**src/rtl/fetch_pkg.sv**
```systemverilog
// Shared types and constants for the dual-issue fetch sequencer.
package fetch_pkg;

  typedef logic [1:0] state_t;

  localparam state_t StIdle  = 2'd0;
  localparam state_t StFetch = 2'd1;
  localparam state_t StHold  = 2'd2;
  localparam state_t StFault = 2'd3;

  localparam logic [5:0]  OP_J     = 6'b000010;
  localparam logic [31:0] NOP_WORD = 32'h38000000;

  typedef struct packed {
    logic [31:0] pc;
    logic [31:0] i1;
    logic [31:0] i2;
    logic        v2;
  } pair_t;

  function automatic logic is_jump(input logic [31:0] instr);
    return instr[31:26] == OP_J;
  endfunction

endpackage

```
**src/rtl/fetch_dual_ctrl_if.sv**
```systemverilog
// Fetch-sequencer bus: instruction memory ports, redirect input, decode handshake, fault status.
interface fetch_dual_ctrl_if;
  logic        fetch_en;
  logic [31:0] mem_addr_1;
  logic [31:0] mem_addr_2;
  logic        mem_rd_n_1;
  logic        mem_rd_n_2;
  logic [31:0] mem_data_1;
  logic [31:0] mem_data_2;
  logic        redirect_valid;
  logic [31:0] redirect_pc;
  logic        dec_valid;
  logic        dec_ready;
  logic [31:0] dec_pc;
  logic [31:0] dec_instr_1;
  logic [31:0] dec_instr_2;
  logic        dec_slot2_vld;
  logic        fault;
  logic [31:0] fault_pc;

  modport master (
    input  fetch_en, mem_data_1, mem_data_2, redirect_valid, redirect_pc, dec_ready,
    output mem_addr_1, mem_addr_2, mem_rd_n_1, mem_rd_n_2, dec_valid, dec_pc,
           dec_instr_1, dec_instr_2, dec_slot2_vld, fault, fault_pc
  );

  modport slave (
    output fetch_en, mem_data_1, mem_data_2, redirect_valid, redirect_pc, dec_ready,
    input  mem_addr_1, mem_addr_2, mem_rd_n_1, mem_rd_n_2, dec_valid, dec_pc,
           dec_instr_1, dec_instr_2, dec_slot2_vld, fault, fault_pc
  );
endinterface

```
**src/rtl/fetch_pair_fifo.sv**
```systemverilog
// Depth-entry queue of fetched instruction pairs; push is accepted when full if a pop coincides.
module fetch_pair_fifo
  import fetch_pkg::*;
#(
  parameter int unsigned Depth = 2
) (
  input  logic  clk,
  input  logic  rst,
  input  logic  flush,
  input  logic  push,
  input  logic  pop,
  input  pair_t wdata,
  output pair_t rdata,
  output logic  empty,
  output logic  full
);

  localparam int unsigned PtrW = $clog2(Depth);
  localparam int unsigned CntW = PtrW + 1;

  pair_t            mem_q [Depth];
  logic [PtrW-1:0]  wr_ptr_q, rd_ptr_q;
  logic [CntW-1:0]  count_q;
  logic             do_push, do_pop;

  assign empty   = count_q == '0;
  assign full    = count_q == CntW'(Depth);
  assign do_pop  = pop && !empty;
  assign do_push = push && (!full || do_pop);
  assign rdata   = mem_q[rd_ptr_q];

  always_ff @(posedge clk or posedge rst) begin
    if (rst) begin
      wr_ptr_q <= '0;
      rd_ptr_q <= '0;
      count_q  <= '0;
    end else if (flush) begin
      wr_ptr_q <= '0;
      rd_ptr_q <= '0;
      count_q  <= '0;
    end else begin
      if (do_push) wr_ptr_q <= wr_ptr_q + PtrW'(1);
      if (do_pop)  rd_ptr_q <= rd_ptr_q + PtrW'(1);
      case ({do_push, do_pop})
        2'b10:   count_q <= count_q + CntW'(1);
        2'b01:   count_q <= count_q - CntW'(1);
        default: count_q <= count_q;
      endcase
    end
  end

  // Storage needs no reset: empty gates every consumer of rdata.
  always_ff @(posedge clk) begin
    if (do_push && !flush) mem_q[wr_ptr_q] <= wdata;
  end

endmodule

```
**src/rtl/fetch_dual_ctrl.sv**
```systemverilog
// Dual-issue fetch sequencer: owns the PC, reads PC/PC+4 each fetch cycle, queues pairs for
// decode, predecodes slot-1 jumps, applies redirects and traps unmapped fetches.
module fetch_dual_ctrl
  import fetch_pkg::*;
#(
  parameter logic [31:0] ResetPc  = 32'h00400000,
  parameter int unsigned Depth    = 2,
  parameter logic [31:0] Unmapped = 32'hFFFFFFFF,
  parameter logic [31:0] NopWord  = NOP_WORD
) (
  input  logic                  clk,
  input  logic                  rst,
  fetch_dual_ctrl_if.master     bus
);

  state_t      state_q, state_d;
  logic [31:0] pc_q, pc_d;
  logic        fault_q, fault_d;
  logic [31:0] fault_pc_q, fault_pc_d;

  pair_t       head, wdata;
  logic        empty, full;
  logic        pop, push, fetch_active;
  logic        port1_bad, port2_bad;
  logic [31:0] pc_plus4, pc_plus8, jump_pc;
  logic        unused_rpc;

  assign unused_rpc = ^bus.redirect_pc[1:0];

  assign pc_plus4  = pc_q + 32'd4;
  assign pc_plus8  = pc_q + 32'd8;
  assign jump_pc   = {pc_plus4[31:28], bus.mem_data_1[25:0], 2'b00};
  assign port1_bad = bus.mem_data_1 == Unmapped;
  assign port2_bad = bus.mem_data_2 == Unmapped;

  assign pop          = bus.dec_ready && !empty;
  // A pop frees the slot this cycle, so a full queue can still take the new pair.
  assign fetch_active = (state_q == StFetch) && bus.fetch_en && (!full || pop);
  assign push         = fetch_active && !port1_bad && !bus.redirect_valid;

  assign wdata = '{pc: pc_q,
                   i1: bus.mem_data_1,
                   i2: port2_bad ? NopWord : bus.mem_data_2,
                   v2: !port2_bad};

  fetch_pair_fifo #(
    .Depth (Depth)
  ) u_fifo (
    .clk   (clk),
    .rst   (rst),
    .flush (bus.redirect_valid),
    .push  (push),
    .pop   (pop && !bus.redirect_valid),
    .wdata (wdata),
    .rdata (head),
    .empty (empty),
    .full  (full)
  );

  always_comb begin
    state_d    = state_q;
    pc_d       = pc_q;
    fault_d    = fault_q;
    fault_pc_d = fault_pc_q;
    if (bus.redirect_valid) begin
      pc_d    = {bus.redirect_pc[31:2], 2'b00};
      fault_d = 1'b0;
      state_d = bus.fetch_en ? StFetch : StIdle;
    end else begin
      case (state_q)
        StIdle: if (bus.fetch_en) state_d = StFetch;
        StFetch: begin
          if (fetch_active) begin
            if (port1_bad) begin
              state_d    = StFault;
              fault_d    = 1'b1;
              fault_pc_d = pc_q;
            end else if (port2_bad) begin
              state_d    = StFault;
              fault_d    = 1'b1;
              fault_pc_d = pc_plus4;
            end else begin
              pc_d = is_jump(bus.mem_data_1) ? jump_pc : pc_plus8;
            end
          end else if (full && !pop) begin
            state_d = StHold;
          end
        end
        StHold:  if (pop) state_d = StFetch;
        StFault: state_d = StFault;
        default: state_d = StIdle;
      endcase
    end
  end

  always_ff @(posedge clk or posedge rst) begin
    if (rst) begin
      state_q    <= StIdle;
      pc_q       <= ResetPc;
      fault_q    <= 1'b0;
      fault_pc_q <= '0;
    end else begin
      state_q    <= state_d;
      pc_q       <= pc_d;
      fault_q    <= fault_d;
      fault_pc_q <= fault_pc_d;
    end
  end

  assign bus.mem_addr_1    = pc_q;
  assign bus.mem_addr_2    = pc_plus4;
  assign bus.mem_rd_n_1    = !fetch_active;
  assign bus.mem_rd_n_2    = !fetch_active;
  assign bus.dec_valid     = !empty;
  assign bus.dec_pc        = empty ? '0 : head.pc;
  assign bus.dec_instr_1   = empty ? '0 : head.i1;
  assign bus.dec_instr_2   = empty ? '0 : head.i2;
  assign bus.dec_slot2_vld = !empty && head.v2;
  assign bus.fault         = fault_q;
  assign bus.fault_pc      = fault_pc_q;

endmodule
```
**src/flat_wrapper.sv**
```systemverilog
// flat-port wrapper written by rule: the top's interface ports become plain ports
module fetch_dual_ctrl_flat import fetch_pkg::*;
#(
  parameter logic [31:0] ResetPc  = 32'h00400000,
  parameter int unsigned Depth    = 2,
  parameter logic [31:0] Unmapped = 32'hFFFFFFFF,
  parameter logic [31:0] NopWord  = NOP_WORD
)
  (clk, rst, bus_fetch_en, bus_mem_data_1, bus_mem_data_2, bus_redirect_valid, bus_redirect_pc, bus_dec_ready, bus_mem_addr_1, bus_mem_addr_2, bus_mem_rd_n_1, bus_mem_rd_n_2, bus_dec_valid, bus_dec_pc, bus_dec_instr_1, bus_dec_instr_2, bus_dec_slot2_vld, bus_fault, bus_fault_pc);
  fetch_dual_ctrl_if bus_i ();
  input  logic clk;
  input  logic rst;
  input wire logic [$bits(bus_i.fetch_en)-1:0] bus_fetch_en;
  input wire logic [$bits(bus_i.mem_data_1)-1:0] bus_mem_data_1;
  input wire logic [$bits(bus_i.mem_data_2)-1:0] bus_mem_data_2;
  input wire logic [$bits(bus_i.redirect_valid)-1:0] bus_redirect_valid;
  input wire logic [$bits(bus_i.redirect_pc)-1:0] bus_redirect_pc;
  input wire logic [$bits(bus_i.dec_ready)-1:0] bus_dec_ready;
  output wire logic [$bits(bus_i.mem_addr_1)-1:0] bus_mem_addr_1;
  output wire logic [$bits(bus_i.mem_addr_2)-1:0] bus_mem_addr_2;
  output wire logic [$bits(bus_i.mem_rd_n_1)-1:0] bus_mem_rd_n_1;
  output wire logic [$bits(bus_i.mem_rd_n_2)-1:0] bus_mem_rd_n_2;
  output wire logic [$bits(bus_i.dec_valid)-1:0] bus_dec_valid;
  output wire logic [$bits(bus_i.dec_pc)-1:0] bus_dec_pc;
  output wire logic [$bits(bus_i.dec_instr_1)-1:0] bus_dec_instr_1;
  output wire logic [$bits(bus_i.dec_instr_2)-1:0] bus_dec_instr_2;
  output wire logic [$bits(bus_i.dec_slot2_vld)-1:0] bus_dec_slot2_vld;
  output wire logic [$bits(bus_i.fault)-1:0] bus_fault;
  output wire logic [$bits(bus_i.fault_pc)-1:0] bus_fault_pc;
  assign bus_i.fetch_en = bus_fetch_en;
  assign bus_i.mem_data_1 = bus_mem_data_1;
  assign bus_i.mem_data_2 = bus_mem_data_2;
  assign bus_i.redirect_valid = bus_redirect_valid;
  assign bus_i.redirect_pc = bus_redirect_pc;
  assign bus_i.dec_ready = bus_dec_ready;
  assign bus_mem_addr_1 = bus_i.mem_addr_1;
  assign bus_mem_addr_2 = bus_i.mem_addr_2;
  assign bus_mem_rd_n_1 = bus_i.mem_rd_n_1;
  assign bus_mem_rd_n_2 = bus_i.mem_rd_n_2;
  assign bus_dec_valid = bus_i.dec_valid;
  assign bus_dec_pc = bus_i.dec_pc;
  assign bus_dec_instr_1 = bus_i.dec_instr_1;
  assign bus_dec_instr_2 = bus_i.dec_instr_2;
  assign bus_dec_slot2_vld = bus_i.dec_slot2_vld;
  assign bus_fault = bus_i.fault;
  assign bus_fault_pc = bus_i.fault_pc;
  fetch_dual_ctrl #(.ResetPc(ResetPc), .Depth(Depth), .Unmapped(Unmapped), .NopWord(NopWord)) u_core (.clk(clk), .rst(rst), .bus(bus_i));
endmodule
```
**config.mk**
```make
export PLATFORM = sky130hd
export DESIGN_NAME = fetch_dual_ctrl_flat
export DESIGN_NICKNAME = d
export VERILOG_FILES = /design/src/rtl/fetch_pkg.sv /design/src/rtl/fetch_dual_ctrl_if.sv /design/src/rtl/fetch_pair_fifo.sv /design/src/rtl/fetch_dual_ctrl.sv /design/src/flat_wrapper.sv
export SDC_FILE = /design/constraint.sdc
export NUM_CORES = 1
export LEC_CHECK = 0
export BUFFER_PORTS_ARGS = -buffer_cell sky130_fd_sc_hd__buf_2
export CORE_ASPECT_RATIO = 1.25
export CORE_MARGIN = 2
export CORE_UTILIZATION = 50
export CTS_BUF_LIST = sky130_fd_sc_hd__clkbuf_16
export DETAILED_ROUTE_END_ITERATION = 16
export PLACE_DENSITY = 0.75
export RECOVER_POWER = 50
export SETUP_SLACK_MARGIN = 0.2
export SKIP_CTS_REPAIR_TIMING = 1
export SYNTH_ARGS = -nofsm -noshare
export SYNTH_HDL_FRONTEND = slang
export SYNTH_HIERARCHICAL = 1
export SYNTH_SLANG_ARGS = --single-unit
```
**constraint.sdc**
```tcl
create_clock -name clk -period 23.7 [get_ports clk]
set_clock_uncertainty 0.2 [all_clocks]
set_input_delay 2.37 -clock clk [delete_from_list [all_inputs] [get_ports clk]]
set_output_delay 2.37 -clock clk [all_outputs]
set_load 0.1 [all_outputs]
```
* After elaboration in Yosys (flattened, before gate mapping)
Memory sizes are Yosys's and may differ from the RTL's.
Cells that the tools add are included.
** Storage, ports and cells
- Register bits :: 71
- Memory bits (writable) :: 194
- Output and inout port bits :: 197
- Word-level logic and storage cells :: 97
- Memories :: 1
** Memories
- u_core.u_fifo.mem_q :: depth 2, width 97, rd ports 1, clocked after memory_dff 0, write ports 1, line fetch_pair_fifo.sv:21 : pair_t mem_q [Depth];
** Operators by class
- Add/subtract/negate cells :: 6
- Equal/unequal tests :: 15
- Muxes and demuxes :: 34
- Bitwise gates (word level) :: 1
- Reductions and logical operators :: 33
** Operators by type and width (count)
- 32-bit 2-to-1 mux :: 12
- 32-bit == test (second input constant) :: 2
- 32-bit by 3-bit adder with 32-bit output (second input constant) :: 1
- 32-bit by 4-bit adder with 32-bit output (second input constant) :: 1
- 2-bit 2-to-1 mux :: 8
- 1-bit 2-to-1 mux :: 12
- 4-bit AND reduction :: 3
- 1-bit logical AND :: 11
- 2-bit nonzero test :: 5
- 2-bit == test (second input constant) :: 4
- 2-bit one-hot mux with 4 select lines :: 1
- 1-bit zero test :: 7
- 6-bit by 2-bit == test with 1-bit output (second input constant) :: 1
- 3-bit nonzero test :: 2
- 5-bit inequality test (second input constant) :: 1
- 2-bit by 1-bit == test with 1-bit output (second input constant) :: 2
- 2-bit zero test :: 2
- 2-bit inequality test (second input constant) :: 2
- 4-bit by 3-bit inequality test with 1-bit output (second input constant) :: 1
- 2-bit one-hot mux with 2 select lines :: 1
- 3-bit by 2-bit inequality test with 1-bit output (second input constant) :: 1
- 3-bit inequality test (second input constant) :: 1
- 3-bit AND reduction :: 1
- 1-bit adder (second input constant) :: 2
- other kinds (4) :: 5

* Longest topological paths before layout
Gate-level depths: netlist (run 1).
- Depth after elaboration :: 11
- Depth in mapped cells :: 10
- Mapped depth without buffers :: 8

* By module
Netlist (run 1), hierarchy kept.
** Modules (own cells, without submodules)
- fetch_pair_fifo :: times used 1, cells an instance 332, area an instance 7238.2 um2, sequential area each 5925.7 um2
- fetch_dual_ctrl :: times used 1, cells an instance 760, area an instance 6067.1 um2, sequential area each 1577.8 um2

* Least setup slack after synthesis (run 1)
Ideal clock, no wire load.
- Path type :: input to register
- Start :: input bus_dec_ready
- End :: memory u_core/u_fifo/mem_q[0][0] (netlist name), enable pin
- Library setup time :: 0.672 ns
- Data arrival time :: 10.148 ns
- Data required time :: 22.828 ns
- Path slack :: 12.681 ns
- Stages on the path :: 7
- Cells stage by stage :: nand2b_4 a211oi_2 inv_2 nor3_1 clkbuf_1 nand2_1 nor3_1
** Between the ends
- Word-level cells in the longest chain between the ends :: 9
- Elaborated cells on any way between the ends :: 12
- Classes of those cells :: mux (2); reduce/logical (10)
** Ends and longest elaborated chain
- start: declaration :: line flat_wrapper.sv:18 : input wire logic [$bits(bus_i.dec_ready)-1:0] bus_dec_ready;
- 1-bit logical AND :: line fetch_dual_ctrl.sv:36 : assign pop = bus.dec_ready && !empty;
- 1-bit logical OR :: line fetch_dual_ctrl.sv:38 : assign fetch_active = (state_q == StFetch) && bus.fetch_en && (!full || pop);
- 1-bit logical AND :: line fetch_dual_ctrl.sv:38
- 1-bit logical AND (2 in a row) :: line fetch_dual_ctrl.sv:39 : assign push = fetch_active && !port1_bad && !bus.redirect_valid;
- net u_core.push :: line fetch_dual_ctrl.sv:23 : logic pop, push, fetch_active;
- 1-bit logical AND :: line fetch_pair_fifo.sv:29 : assign do_push = push && (!full || do_pop);
- 1-bit logical AND :: line fetch_pair_fifo.sv:54 : if (do_push && !flush) mem_q[wr_ptr_q] <= wdata;
- 1-bit 2-to-1 mux :: line fetch_pair_fifo.sv:54
- 1-bit 2-to-1 mux (not written as such) :: line fetch_pair_fifo.sv:54
- end: declaration :: line fetch_pair_fifo.sv:21
The timed path passes the listed nets, and every way through them passes these cells.

* Final worst setup path (run 1)
- Start :: input bus_redirect_valid
- End :: memory u_core/u_fifo/mem_q[0][92] (netlist name), enable pin
** Between the ends
- Word-level cells in the longest chain between the ends :: 8
- Elaborated cells on any way between the ends :: 9
- Classes of those cells :: mux (2); reduce/logical (7)
** Ends and longest elaborated chain
- start: declaration :: line flat_wrapper.sv:16 : input wire logic [$bits(bus_i.redirect_valid)-1:0] bus_redirect_valid;
- 1-bit zero test * :: line fetch_pair_fifo.sv:54, fetch_dual_ctrl.sv:39, fetch_dual_ctrl.sv:53
- 1-bit logical AND :: line fetch_dual_ctrl.sv:53 : .pop (pop && !bus.redirect_valid),
- 1-bit logical AND :: line fetch_pair_fifo.sv:28 : assign do_pop = pop && !empty;
- 1-bit logical OR :: line fetch_pair_fifo.sv:29
- 1-bit logical AND :: line fetch_pair_fifo.sv:29
- 1-bit logical AND * :: line fetch_pair_fifo.sv:54
- 1-bit 2-to-1 mux * :: line fetch_pair_fifo.sv:54
- 1-bit 2-to-1 mux (not written as such) * :: line fetch_pair_fifo.sv:54
Every way passes the cells marked *; elsewhere a longest branch is shown, timed or not.

==> results_tabular.tex, run 1 <==
\begin{tabular}{lr}
\hline
Metric & Value \\
\hline
\multicolumn{2}{l}{\textbf{Floorplan}} \\
Vert. Die Dim & 186 microns \\
Core area & 26100 sq um \\
DIE AREA & 27900 sq um \\
Initial standard-cell utilization of the core & 51.0\% \\
Horizontal extent of the die & 150 microns \\
Std-Cell Rows & 66 \\
Top-Level Pins & 298 \\
\multicolumn{2}{l}{\textbf{Power}} \\
Part of the total power dissipated in the clock network & 31.7\% \\
Leakage Power & 5.60 nW \\
Peak supply drop & 0.0000681 V \\
Power per cell area & 76.8 nW/um\^{}2 \\
Net switching power & 0.406 mW \\
Part of the power in combinational logic & 22.0\% \\
Internal Pwr Total & 0.754 mW \\
Part of the total power dissipated in sequential elements & 46.3\% \\
Sw Ratio & 35.0\% \\
\multicolumn{2}{l}{\textbf{Setup path}} \\
Worst path top cell family by delay & buffers and inverters \\
Setup slack on the worst flop-to-flop path & 19210 ps \\
CP max stage cell & sky130\_fd\_sc\_hd\_\_clkbuf\_1 \\
Beginning of the critical path & bus\_redirect\_valid \\
Critical Path Start Type & input port \\
Classification of the worst setup path & in -> reg \\
Library cell appearing most often on the critical path & sky130\_fd\_sc\_hd\_\_buf\_4 \\
Destination of the worst register-to-register timing path & u\_core/u\_fifo/mem\_q[1][73] \\
Number of buffers and inverters on the critical path & 4 \\
Critical Path, Cell by Cell & buf\_2 -> clkbuf\_1 -> nor2\_1 -> or3b\_1 -> nand2\_1 -> nor3\_2 -> buf\_4 -> buf\_4 \\
R2R cell count & 7 \\
Worst path max stage delay & 2080 ps \\
Reg2Reg Launch Point & u\_core/u\_fifo/count\_q[0] \\
Arrival time reported for the critical path endpoint & 6680 ps \\
Maximum fanout count along the critical path & 71 \\
CP endpoint kind & flip-flop \\
CP Data Required Time & 23640 ps \\
\multicolumn{2}{l}{\textbf{Routing}} \\
DR pass1 iterations & 5 \\
Number of DRC markers after the initial detailed-route iteration & 785 \\
DRC violations left & 0 \\
Vias per inst & 5.58 \\
Post-route antenna net violation count & 0 \\
Via count & 9287 \\
Overall routed net length & 33500 microns \\
Wirelength per Cell & between 20 and 25 microns \\
\multicolumn{2}{l}{\textbf{Synth}} \\
Number of unique standard cell types used by synthesis & 71 \\
YS warnings & 6 \\
Post-synthesis async set-or-reset flop share & 25.7\% \\
Seq cells post-synth & around 260 \\
Post-Syn Instances & approximately 1100 \\
EDFF count, synth & 194 \\
Sequential area share after synthesis & 56.4\% \\
Avg Synthesized Cell Area & 12.2 sq um \\
Netlist Area Pre-Place & between 10000 and 15000 sq um \\
Main flop type after synthesis & sky130\_fd\_sc\_hd\_\_edfxtp\_1 \\
\multicolumn{2}{l}{\textbf{Timing}} \\
Pins Over Slew Limit & 178 \\
Fraction of the cycle the final worst path needs & 28.4\% \\
Final setup violation count & 0 \\
Worst Max-Slew Pin Slew & around 3000 ps \\
Final Critical Period & between 6000 and 7000 ps \\
Final Hold Viols & 0 \\
Relative slew margins & -98.4\% \\
Highest attainable clock frequency & 0.148 GHz \\
Unrepaired setup endpoints after global routing & false \\
Sum Neg Setup Slack & 0 ps \\
\multicolumn{2}{l}{\textbf{Final layout}} \\
Area taken by flip-flops and latches & 7510 sq um \\
Commonest cells after routing, fill and taps aside & sky130\_fd\_sc\_hd\_\_edfxtp\_1, sky130\_fd\_sc\_hd\_\_buf\_2, sky130\_fd\_sc\_hd\_\_clkbuf\_1, sky130\_fd\_sc\_hd\_\_nor2b\_1, sky130\_fd\_sc\_hd\_\_nand2\_1 \\
Commonest non-fill, non-tap cell in the layout & sky130\_fd\_sc\_hd\_\_edfxtp\_1 \\
Area Growth Syn to Fin & 13.4\% \\
Net count of the finished layout & about 1400 \\
Share of layout cells above drive strength 1 & 25.5\% \\
Final core utilization & 57.8\% \\
Non-Filler Instances & 1664 \\
Fill cell instance count of the final layout & between 2000 and 2500 \\
Area used by multi-input combinational logic & 4990 sq um \\
\multicolumn{2}{l}{\textbf{Hold path}} \\
Hold\_sp & u\_core/bus.fault\_pc[4] \\
Worst min-delay path class & reg -> reg \\
Cells on Worst Hold Path & 2 \\
Hold Path End & u\_core/bus.fault\_pc[4] \\
\multicolumn{2}{l}{\textbf{GRT}} \\
Pin count of the biggest net entering global routing & a little under 100 \\
Wire length of the first global-routing pass & 50900 microns \\
GR Overflow Total & 0 \\
Number of global-route vias before repair & 9062 \\
Number of antenna violations at the first check in global routing & 1 \\
GRT Total Usage & 23.2\% \\
\multicolumn{2}{l}{\textbf{Run status}} \\
Run status & finished, violations left \\
Failing checks & capacitance limit, slew limit \\
\multicolumn{2}{l}{\textbf{Placement}} \\
Count of input and output buffers & 289 \\
Instance count after placement with tap cells included & 1618 \\
Half-perimeter wire length after placement & 23300 microns \\
Final weighted congestion in routability-driven placement & 0.887 \\
\multicolumn{2}{l}{\textbf{Job}} \\
Max Cap Violations & 3 \\
\multicolumn{2}{l}{\textbf{Clock tree}} \\
Inserted Clock Buffers & 25 \\
Clk Tree Root Cell & sky130\_fd\_sc\_hd\_\_clkbuf\_16 \\
H-Tree Depth & 1 \\
Clock transition at path regs & about 70 ps \\
Clock latency on the worst-skew pair & 510 ps \\
Clk buf depth & 3 \\
TritonCTS clock tree & yes \\
CTS sink count & 261 \\
\hline
\end{tabular}
## power groups by stage
stage / logic (mW) / registers (mW) / clock network [mW]
finish: 0.256 / 0.536 / 0.367
global route: 0.265 / 0.538 / 0.397
CTS: 0.259 / 0.536 / 0.376
detailed placement: 0.257 / 0.545 / 0
global placement: 0.256 / 0.544 / 0
floorplan: 0.242 / 0.524 / 0
## sequential cells by signal, summed over array words and instances, names as in the netlist
register and count:
u_core/bus.mem_addr_1 30, u_core/u_fifo/wr_ptr_q 1, u_core/bus.fault_pc 30, u_core/u_fifo/count_q 2
u_core/u_fifo/rd_ptr_q 1, u_core/bus.fault 1, u_core/u_fifo/mem_q 194, u_core/state_q 2
## cells in the mapped netlist (24+ instances only)
cell type | n | area (sq um)
sky130_fd_sc_hd__edfxtp_1 | 194 | 5830
sky130_fd_sc_hd__nor2b_1 | 99 | 619
sky130_fd_sc_hd__nand2_1 | 83 | 312
sky130_fd_sc_hd__mux2_2 | 79 | 890
sky130_fd_sc_hd__nor2_1 | 70 | 263
sky130_fd_sc_hd__dfrtp_1 | 66 | 1650
sky130_fd_sc_hd__xnor2_1 | 52 | 455
sky130_fd_sc_hd__buf_4 | 45 | 338
sky130_fd_sc_hd__o21ai_0 | 41 | 205
sky130_fd_sc_hd__clkbuf_1 | 38 | 143
sky130_fd_sc_hd__and2_1 | 37 | 231
sky130_fd_sc_hd__nand4_1 | 33 | 206
sky130_fd_sc_hd__xor2_1 | 24 | 210
## cell type report
class	instances	area share [%]
flip-flops and latches	261	49.7
multi-input cells	707	33.1
repair buffers	298	9.12
clock buffers	25	4.15
well taps	340	2.82
clock inverters	20	0.779
inverters	12	0.298
diodes	1	0.0166
## tightest hold or removal path, stage by stage (launching register included)
cell and delay (ps):
sky130_fd_sc_hd__dfrtp_1 350, sky130_fd_sc_hd__nand2_1 50, sky130_fd_sc_hd__o21ai_0 60
## metal layers
metal | part of all wire [%] | track usage [%] | up-vias | wire length (microns)
met4 | 3.2 | 8.09 | 0 | 1060
li1 | - | - | 4272 | -
met2 | 49 | 38.5 | 403 | 16300
met5 | 0 | 0 | - | 0
met1 | 41 | 31.3 | 4549 | 13800
met3 | 7.0 | 3.42 | 63 | 2350
## cell families after synthesis
| kind of cell | after synthesis | share of synthesized area (%) |
|---|---|---|
| and+or+nand+nor | 403 | 17.2 |
| DFF | 261 | 56.4 |
| buffers and inverters | 133 | 6.40 |
| muxes | 113 | 9.43 |
| AOI/OAI and AO/OA | 103 | 5.31 |
| xor gates and xnor gates | 76 | 5.00 |
| adders and majority gates | 2 | 0.188 |
| other | 1 | 0.0282 |
## per-stage QoR
| stage | hold WS [ps] | instance area (sq um) | setup slack (ps) | total power, mW |
|---|---|---|---|---|
| finish | 289 | 15100 | 16970 | 1.16 |
| detailed placement | 271 | 14500 | 17210 | 0.803 |
| global placement | 264 | 14500 | 17280 | 0.801 |
| CTS | 291 | 15200 | 17600 | 1.17 |
| global route | 310 | 15100 | 16560 | 1.20 |
| floorplan | 260 | 13300 | 12680 | 0.766 |
## worst max path at each step
stage | cells past startpoint | endpoint | slack (ps)
after floorplan | 7 | u_core/u_fifo/mem_q[0][0] | 12680
after global placement | 7 | u_core/u_fifo/mem_q[1][23] | 17280
after detailed placement | 7 | u_core/u_fifo/mem_q[1][23] | 17210
after CTS | 7 | bus_mem_addr_2[24] | 17600
after global routing | 8 | u_core/u_fifo/mem_q[0][55] | 16560
final | 8 | u_core/u_fifo/mem_q[0][92] | 16970
No activity file was read; power rests on OpenSTA's default activity.
==> run 2: changes to the inputs <==
- clock period: 23.7 -> 6.6 ns (I/O delays scaled with it)
==> run 2 against run 1 <==
Compared with the run above:
- the flow still finishes with violations (capacitance limit, slew limit)
- routed wire length up 0.70%
- non-clock buffer count up 4
- sequential share of layout area down 0.27 points
- via count up 0.18%
- critical path depth up 1
- sequential power rose to 3.6 times the previous value
- die area unchanged
- utilization up 0.32 points
- final area up 0.55%
- final cell count up 0.36%
- critical endpoint is now u_core/u_fifo/mem_q[0][58]
==> results_tabular.tex, run 2 (same netlist as run 1, synthesis figures left out) <==
\begin{tabular}{lr}
\hline
Metric & Value \\
\hline
\multicolumn{2}{l}{\textbf{Floorplan}} \\
DIE AREA & 27900 sq um (unchanged) \\
Std-Cell Rows & 66 (unchanged) \\
Vert. Die Dim & 186 microns (unchanged) \\
Initial standard-cell utilization of the core & 51.0\% (unchanged) \\
Core area & 26100 sq um (unchanged) \\
Top-Level Pins & 298 (unchanged) \\
Horizontal extent of the die & 150 microns (unchanged) \\
\multicolumn{2}{l}{\textbf{Routing}} \\
DR pass1 iterations & 5 (unchanged) \\
Overall routed net length & 33700 microns (+0.70\%) \\
Post-route antenna net violation count & 0 (unchanged) \\
DRC violations left & 0 (unchanged) \\
Vias per inst & 5.57 (-0.18\%) \\
Number of DRC markers after the initial detailed-route iteration & 669 (-15\%) \\
Wirelength per Cell & 20.2 microns (+0.33\%) \\
Via count & 9304 (+0.18\%) \\
\multicolumn{2}{l}{\textbf{GRT}} \\
Number of antenna violations at the first check in global routing & 2 (+1) \\
Busiest grt layer & met2 \\
Number of global-route vias before repair & 8991 (-0.78\%) \\
Met1 track demand over resource in global routing & 31.1\% (-0.13 points) \\
GR Overflow Total & 0 (unchanged) \\
Wire length of the first global-routing pass & 50600 microns (-0.60\%) \\
Pin count of the biggest net entering global routing & 72 (-26\%) \\
Met3 Use GR & 3.03\% (-0.39 points) \\
GRT Total Usage & 23.3\% (+0.075 points) \\
Global routing met2 resource utilization & 39.3\% (+0.83 points) \\
\multicolumn{2}{l}{\textbf{Timing}} \\
Worst Max-Slew Pin Slew & 3470 ps (+497 ps) \\
Relative slew margins & -132\% (-33 points) \\
Sum Neg Setup Slack & 0 ps (unchanged) \\
Highest attainable clock frequency & about 0.2 GHz \\
Final Hold Viols & 0 (unchanged) \\
Pins Over Slew Limit & 198 (+11\%) \\
Final Critical Period & 5120 ps \\
Final setup violation count & 0 (unchanged) \\
Unrepaired setup endpoints after global routing & false \\
Worst-case hold slack & 161 ps (-127 ps) \\
Fraction of the cycle the final worst path needs & roughly 78\% \\
Least setup slack across all paths after layout & 1480 ps (-15490 ps) \\
\multicolumn{2}{l}{\textbf{Run status}} \\
Failing checks & capacitance limit, slew limit \\
Run status & finished, violations left \\
\multicolumn{2}{l}{\textbf{Setup path}} \\
Classification of the worst setup path & reg -> reg \\
Critical Path Start Type & flip-flop \\
Maximum fanout count along the critical path & 52 (-27\%) \\
CP Data Required Time & 6600 ps (-17040 ps) \\
CP endpoint kind & flip-flop \\
Arrival time reported for the critical path endpoint & 5120 ps (-1560 ps) \\
\multicolumn{2}{l}{\textbf{Placement}} \\
Half-perimeter wire length after placement & 23700 microns (+2.0\%) \\
Count of input and output buffers & 289 (unchanged) \\
Final weighted congestion in routability-driven placement & 0.857 (-3.4\%) \\
Post-place setup slack & 2060 ps (-15150 ps) \\
Area after DPL & 14500 sq um (+0.28\%) \\
\multicolumn{2}{l}{\textbf{Final layout}} \\
Share of layout cells above drive strength 1 & 25.3\% (-0.25 points) \\
Net count of the finished layout & 1413 (+0.36\%) \\
Final design instance area without fill & 15200 sq um (+0.55\%) \\
Max reg flops & 194 (unchanged) \\
Commonest non-fill, non-tap cell in the layout & sky130\_fd\_sc\_hd\_\_edfxtp\_1 \\
Largest register by flop count & u\_core/u\_fifo/mem\_q \\
Commonest cells after routing, fill and taps aside & sky130\_fd\_sc\_hd\_\_edfxtp\_1, sky130\_fd\_sc\_hd\_\_buf\_2, sky130\_fd\_sc\_hd\_\_clkbuf\_1, sky130\_fd\_sc\_hd\_\_nor2b\_1, sky130\_fd\_sc\_hd\_\_nand2\_1 \\
Area Growth Syn to Fin & 14.0\% \\
Fill cell instance count of the final layout & 2238 (-1.6\%) \\
\multicolumn{2}{l}{\textbf{Clock tree}} \\
H-Tree Depth & 1 (unchanged) \\
Clock latency on the worst-skew pair & 520 ps (about the same) \\
Clk Tree Root Cell & sky130\_fd\_sc\_hd\_\_clkbuf\_16 \\
Clk buf depth & 3 (unchanged) \\
Clock transition at path regs & 60 ps (about the same) \\
CTS sink count & 261 (unchanged) \\
TritonCTS clock tree & yes \\
Inserted Clock Buffers & 26 (+4.0\%) \\
\multicolumn{2}{l}{\textbf{Power}} \\
Leakage Power & 5.63 nW (+0.57\%) \\
Total power & 4.21 mW (+260\%) \\
Peak supply drop & 0.000186 V (+170\%) \\
Power per cell area & 278 nW/um\^{}2 (+260\%) \\
\multicolumn{2}{l}{\textbf{Job}} \\
Max Cap Violations & 3 (unchanged) \\
\multicolumn{2}{l}{\textbf{Hold path}} \\
Worst min-delay path class & in -> reg \\
\hline
\end{tabular}
## run 2: final timing paths
kind                                     startpoint                          to  cells past startpoint  slack [ps]
max                        u_core/u_fifo/count_q[0]  u_core/u_fifo/mem_q[0][58]                      9        1480
min                              bus_redirect_pc[5]    u_core/bus.mem_addr_1[5]                      3         160
max reg2reg                u_core/u_fifo/count_q[0]  u_core/u_fifo/mem_q[0][58]                      9        1480
min reg2reg                 u_core/bus.fault_pc[10]     u_core/bus.fault_pc[10]                      2         290
max in group asynchronous                       rst   u_core/bus.mem_addr_1[18]                      4        2390
min in group asynchronous                       rst      u_core/u_fifo/wr_ptr_q                      3         400
## run 2: where the power goes
| group | switching (mW) | internal [mW] | leakage (nW) | total [mW] |
|---|---|---|---|---|
| sequential | 0.109 | 1.82 | 2.63 | 1.93 |
| combinational | 0.754 | 0.164 | 2.59 | 0.918 |
| clock | 0.595 | 0.772 | 0.416 | 1.37 |
| total | 1.46 | 2.75 | 5.63 | 4.21 |
## run 2: per-layer routing
metal  part of all wire [%]  vias up
met1                     40     4560
met2                     50      421
li1                       -     4266
met3                    6.8       57
met4                    3.1        0
met5                      0        -
## run 2: worst max-delay path, stage by stage (launching register included)
cell,delay [ps]
sky130_fd_sc_hd__dfrtp_1,510
sky130_fd_sc_hd__nor2_4,60
sky130_fd_sc_hd__clkbuf_1,570
sky130_fd_sc_hd__nand2b_1,480
sky130_fd_sc_hd__a211oi_2,440
sky130_fd_sc_hd__inv_2,120
sky130_fd_sc_hd__nor3_1,850
sky130_fd_sc_hd__nand2_1,230
sky130_fd_sc_hd__nor3_4,900
sky130_fd_sc_hd__buf_12,370
## run 2: stage by stage
stage          cells  utilization, %
4_1_cts         1667            58.7
3_5_place_dp    1621            55.7
5_1_grt         1670            58.2
2_1_floorplan   1101               -
3_3_place_gp    1621            55.7
6_report        1670            58.2
## run 2: area by class of cell
| class | instances | area (sq um) | share of cell area, % |
|---|---|---|---|
| sequential | 261 | 7510 | 49.5 |
| tap | 340 | 425 | 2.80 |
| clock buffer | 27 | 676 | 4.45 |
| timing repair buffer | 302 | 1420 | 9.35 |
| inverter | 12 | 45.0 | 0.297 |
| multi-input combinational | 707 | 4990 | 32.9 |
| clock inverter | 19 | 106 | 0.701 |
| antenna | 2 | 5.00 | 0.0330 |
==> run 3: changes to the inputs <==
- ABC_AREA: not set -> 1
- PLACE_DENSITY: 0.75 -> 0.77
- clock period: 6.6 -> 4.64 ns (I/O delays scaled with it)
==> run 3 against run 2 <==
Compared with the run above:
- setup slack got worse by 680 ps
- the run still ends with capacitance limit, slew limit left
- final cell count increased by 40%
- highest routed layer unchanged
- count of clock-buffer cells in the layout unchanged
- sequential power increased by 60%
- first-iteration DRC count increased by 37%
- critical path type is now in -> reg
==> results_tabular.tex, run 3 <==
\begin{tabular}{lr}
\hline
Metric & Value \\
\hline
\multicolumn{2}{l}{\textbf{Placement}} \\
Area after DPL & 15200 sq um (+4.9\%) \\
Count of input and output buffers & 289 (unchanged) \\
Post-place setup slack & 1450 ps (-604 ps) \\
Final weighted congestion in routability-driven placement & 1.00 (+17\%) \\
Half-perimeter wire length after placement & 26600 microns (+12\%) \\
\multicolumn{2}{l}{\textbf{GRT}} \\
GRT Total Usage & 26.1\% (+2.7 points) \\
Number of antenna violations at the first check in global routing & 3 (+1) \\
Pin count of the biggest net entering global routing & 100 (+39\%) \\
GR Overflow Total & 0 (unchanged) \\
Number of global-route vias before repair & 10916 (+21\%) \\
Wire length of the first global-routing pass & 59400 microns (+18\%) \\
\multicolumn{2}{l}{\textbf{Synth}} \\
Post-synthesis share of cell area spent on and, or, nand and nor gates & 30.7\% (+13 points) \\
Avg Synthesized Cell Area & 8.10 sq um (-34\%) \\
Share of synthesized cell area in full adder, half adder and majority cells & 0.181\% (-0.0073 points) \\
Cell type with the largest total area after synthesis & sky130\_fd\_sc\_hd\_\_edfxtp\_1 \\
Synthesized-area fraction occupied by ao, oa, aoi and oai cells & 3.33\% (-2.0 points) \\
Combinational family with the most area after synthesis & simple AND/OR/NAND/NOR gates \\
Post-Syn Instances & 1709 (+57\%) \\
Top-count cell post-synth & sky130\_fd\_sc\_hd\_\_nand2\_1 \\
Number of unique standard cell types used by synthesis & 38 (-46\%) \\
Multiplexer share of the synthesized area & 0\% (-9.4 points) \\
Portion of synthesized cell area occupied by the leading cell type & 42.1\% (-1.7 points) \\
Post-synthesis async set-or-reset flop share & 25.7\% (unchanged) \\
Most frequent cells after synthesis & sky130\_fd\_sc\_hd\_\_nand2\_1, sky130\_fd\_sc\_hd\_\_nor2\_1, sky130\_fd\_sc\_hd\_\_edfxtp\_1, sky130\_fd\_sc\_hd\_\_inv\_1, sky130\_fd\_sc\_hd\_\_nand3\_1 \\
Post-synthesis xor/xnor area fraction & 1.30\% (-3.7 points) \\
YS warnings & 6 (unchanged) \\
EDFF count, synth & 194 (unchanged) \\
Seq cells post-synth & 261 (unchanged) \\
Sequential area share after synthesis & 54.2\% (-2.2 points) \\
Cell types occupying the most area after synthesis & sky130\_fd\_sc\_hd\_\_edfxtp\_1, sky130\_fd\_sc\_hd\_\_nand2\_1, sky130\_fd\_sc\_hd\_\_dfrtp\_1 \\
Main flop type after synthesis & sky130\_fd\_sc\_hd\_\_edfxtp\_1 \\
Netlist Area Pre-Place & 13800 sq um (+4.0\%) \\
\multicolumn{2}{l}{\textbf{Routing}} \\
DR pass1 iterations & 5 (unchanged) \\
Post-route antenna net violation count & 0 (unchanged) \\
Via count & 11851 (+27\%) \\
Wirelength per Cell & 16.6 microns (-18\%) \\
DRC violations left & 0 (unchanged) \\
Overall routed net length & 39000 microns (+16\%) \\
Number of DRC markers after the initial detailed-route iteration & 919 (+37\%) \\
Vias per inst & 5.06 (-9.3\%) \\
\multicolumn{2}{l}{\textbf{Run status}} \\
Run status & finished, violations left \\
Failing checks & capacitance limit, slew limit \\
\multicolumn{2}{l}{\textbf{Final layout}} \\
Final core utilization & 59.3\% (+1.2 points) \\
Commonest non-fill, non-tap cell in the layout & sky130\_fd\_sc\_hd\_\_nand2\_1 \\
Max reg flops & 194 (unchanged) \\
Area Growth Syn to Fin & 17.4\% \\
Area taken by flip-flops and latches & 7510 sq um (unchanged) \\
Commonest cells after routing, fill and taps aside & sky130\_fd\_sc\_hd\_\_nand2\_1, sky130\_fd\_sc\_hd\_\_nor2\_1, sky130\_fd\_sc\_hd\_\_inv\_1, sky130\_fd\_sc\_hd\_\_edfxtp\_1, sky130\_fd\_sc\_hd\_\_buf\_2 \\
Final design instance area without fill & 16300 sq um (+7.1\%) \\
Net count of the finished layout & 2073 (+47\%) \\
Fill cell instance count of the final layout & 2467 (+10\%) \\
Area used by multi-input combinational logic & 4940 sq um (-0.93\%) \\
Share of layout cells above drive strength 1 & 15.6\% (-9.7 points) \\
Largest register by flop count & u\_core/u\_fifo/mem\_q \\
\multicolumn{2}{l}{\textbf{Timing}} \\
Fraction of the cycle the final worst path needs & 82.7\% \\
Final Critical Period & 3840 ps \\
Highest attainable clock frequency & 0.260 GHz \\
Worst Max-Slew Pin Slew & 1560 ps (-1910 ps) \\
Least setup slack across all paths after layout & 801 ps (-677 ps) \\
Unrepaired setup endpoints after global routing & false \\
Final setup violation count & 0 (unchanged) \\
Final Hold Viols & 0 (unchanged) \\
Pins Over Slew Limit & 31 (-84\%) \\
Sum Neg Setup Slack & 0 ps (unchanged) \\
Relative slew margins & -4.19\% (+130 points) \\
\multicolumn{2}{l}{\textbf{Floorplan}} \\
Initial standard-cell utilization of the core & 50.5\% (-0.47 points) \\
Core area & 27400 sq um (+5.0\%) \\
Horizontal extent of the die & 153 microns (+1.9\%) \\
Top-Level Pins & 298 (unchanged) \\
DIE AREA & 29000 sq um (+3.9\%) \\
Vert. Die Dim & 190 microns (+2.0\%) \\
Std-Cell Rows & 68 (+3.0\%) \\
\multicolumn{2}{l}{\textbf{Clock tree}} \\
Inserted Clock Buffers & 26 (unchanged) \\
Clock latency on the worst-skew pair & 530 ps (about the same) \\
CTS sink count & 261 (unchanged) \\
Clock transition at path regs & 60 ps (about the same) \\
Clk Tree Root Cell & sky130\_fd\_sc\_hd\_\_clkbuf\_16 \\
H-Tree Depth & 1 (unchanged) \\
TritonCTS clock tree & yes \\
Clk buf depth & 3 (unchanged) \\
\multicolumn{2}{l}{\textbf{Power}} \\
Peak supply drop & 0.000516 V (+180\%) \\
Leakage Power & 7.86 nW (+40\%) \\
Power per cell area & 668 nW/um\^{}2 (+140\%) \\
\multicolumn{2}{l}{\textbf{Setup path}} \\
Classification of the worst setup path & in -> reg \\
CP endpoint kind & flip-flop \\
Arrival time reported for the critical path endpoint & 4110 ps (-1010 ps) \\
Maximum fanout count along the critical path & 39 (-25\%) \\
Critical Path Start Type & input port \\
CP Data Required Time & 4910 ps (-1690 ps) \\
\multicolumn{2}{l}{\textbf{Hold path}} \\
Worst min-delay path class & in -> reg \\
\multicolumn{2}{l}{\textbf{Job}} \\
Max Cap Violations & 1 (-2) \\
\hline
\end{tabular}
## run 3: final timing paths
check                                         startpoint                         to  slack (ps)  cells past startpoint
worst max-delay path                   bus_mem_data_1[3]  u_core/bus.mem_addr_1[23]         800                     13
worst min-delay path                  bus_redirect_pc[6]   u_core/bus.mem_addr_1[6]          40                      3
worst min register to register   u_core/bus.fault_pc[24]    u_core/bus.fault_pc[24]         280                      2
worst max register to register  u_core/u_fifo/count_q[0]  u_core/bus.mem_addr_1[19]         930                     13
max in group asynchronous                            rst    u_core/bus.fault_pc[30]        1350                      4
min in group asynchronous                            rst     u_core/u_fifo/wr_ptr_q         270                      3
## run 3: layout make-up
type | instances | share of cell area (%)
Tap cell | 350 | 2.69
Clock inverter | 21 | 0.908
Sequential cell | 261 | 46.2
Antenna cell | 4 | 0.0616
Inverter | 202 | 4.78
Multi-Input combinational cell | 1145 | 30.4
Timing Repair Buffer | 334 | 10.8
Clock buffer | 27 | 4.16
## run 3: power breakdown
part | leakage [nW] | internal, mW | switching, mW
logic | 4.81 | 0.773 | 4.97
clock network | 0.430 | 1.16 | 0.872
registers | 2.62 | 2.75 | 0.339
## run 3: per-stage QoR
stage	hold slack, ps	power, mW	std cells
floorplan	30.1	8.05	1718
global placement	205	8.84	2258
detailed placement	213	8.88	2258
CTS	-352	10.9	2306
global route	39.0	11.3	2342
finish	38.4	10.9	2344
## run 3: layer usage
layer  track usage, %  share of wire [%]  wire (microns)
met3             3.17                6.8            2650
met4             11.0                4.3            1670
met2             43.8                 48           18800
met5                0                  0               0
met1             34.4                 41           15800
## run 3: critical path: stages
cell                            delay, ps
sky130_fd_sc_hd__dlygate4sd3_1        560
sky130_fd_sc_hd__clkbuf_1             230
sky130_fd_sc_hd__nand2_1               80
sky130_fd_sc_hd__nor2_1               100
sky130_fd_sc_hd__nand2_1              100
sky130_fd_sc_hd__nor2_1               180
sky130_fd_sc_hd__nand2_1              100
sky130_fd_sc_hd__buf_4                260
sky130_fd_sc_hd__nand3_1              430
sky130_fd_sc_hd__nand2_1              720
sky130_fd_sc_hd__inv_2                650
sky130_fd_sc_hd__nand2_1              110
sky130_fd_sc_hd__nand2_1              100
## run 3: cell families after synthesis
group / after synthesis
compound gates: 85
xor+xnor: 18
fa+ha+maj: 2
buf+inv: 312
flops: 261
other cells: 1
simple gates: 1030
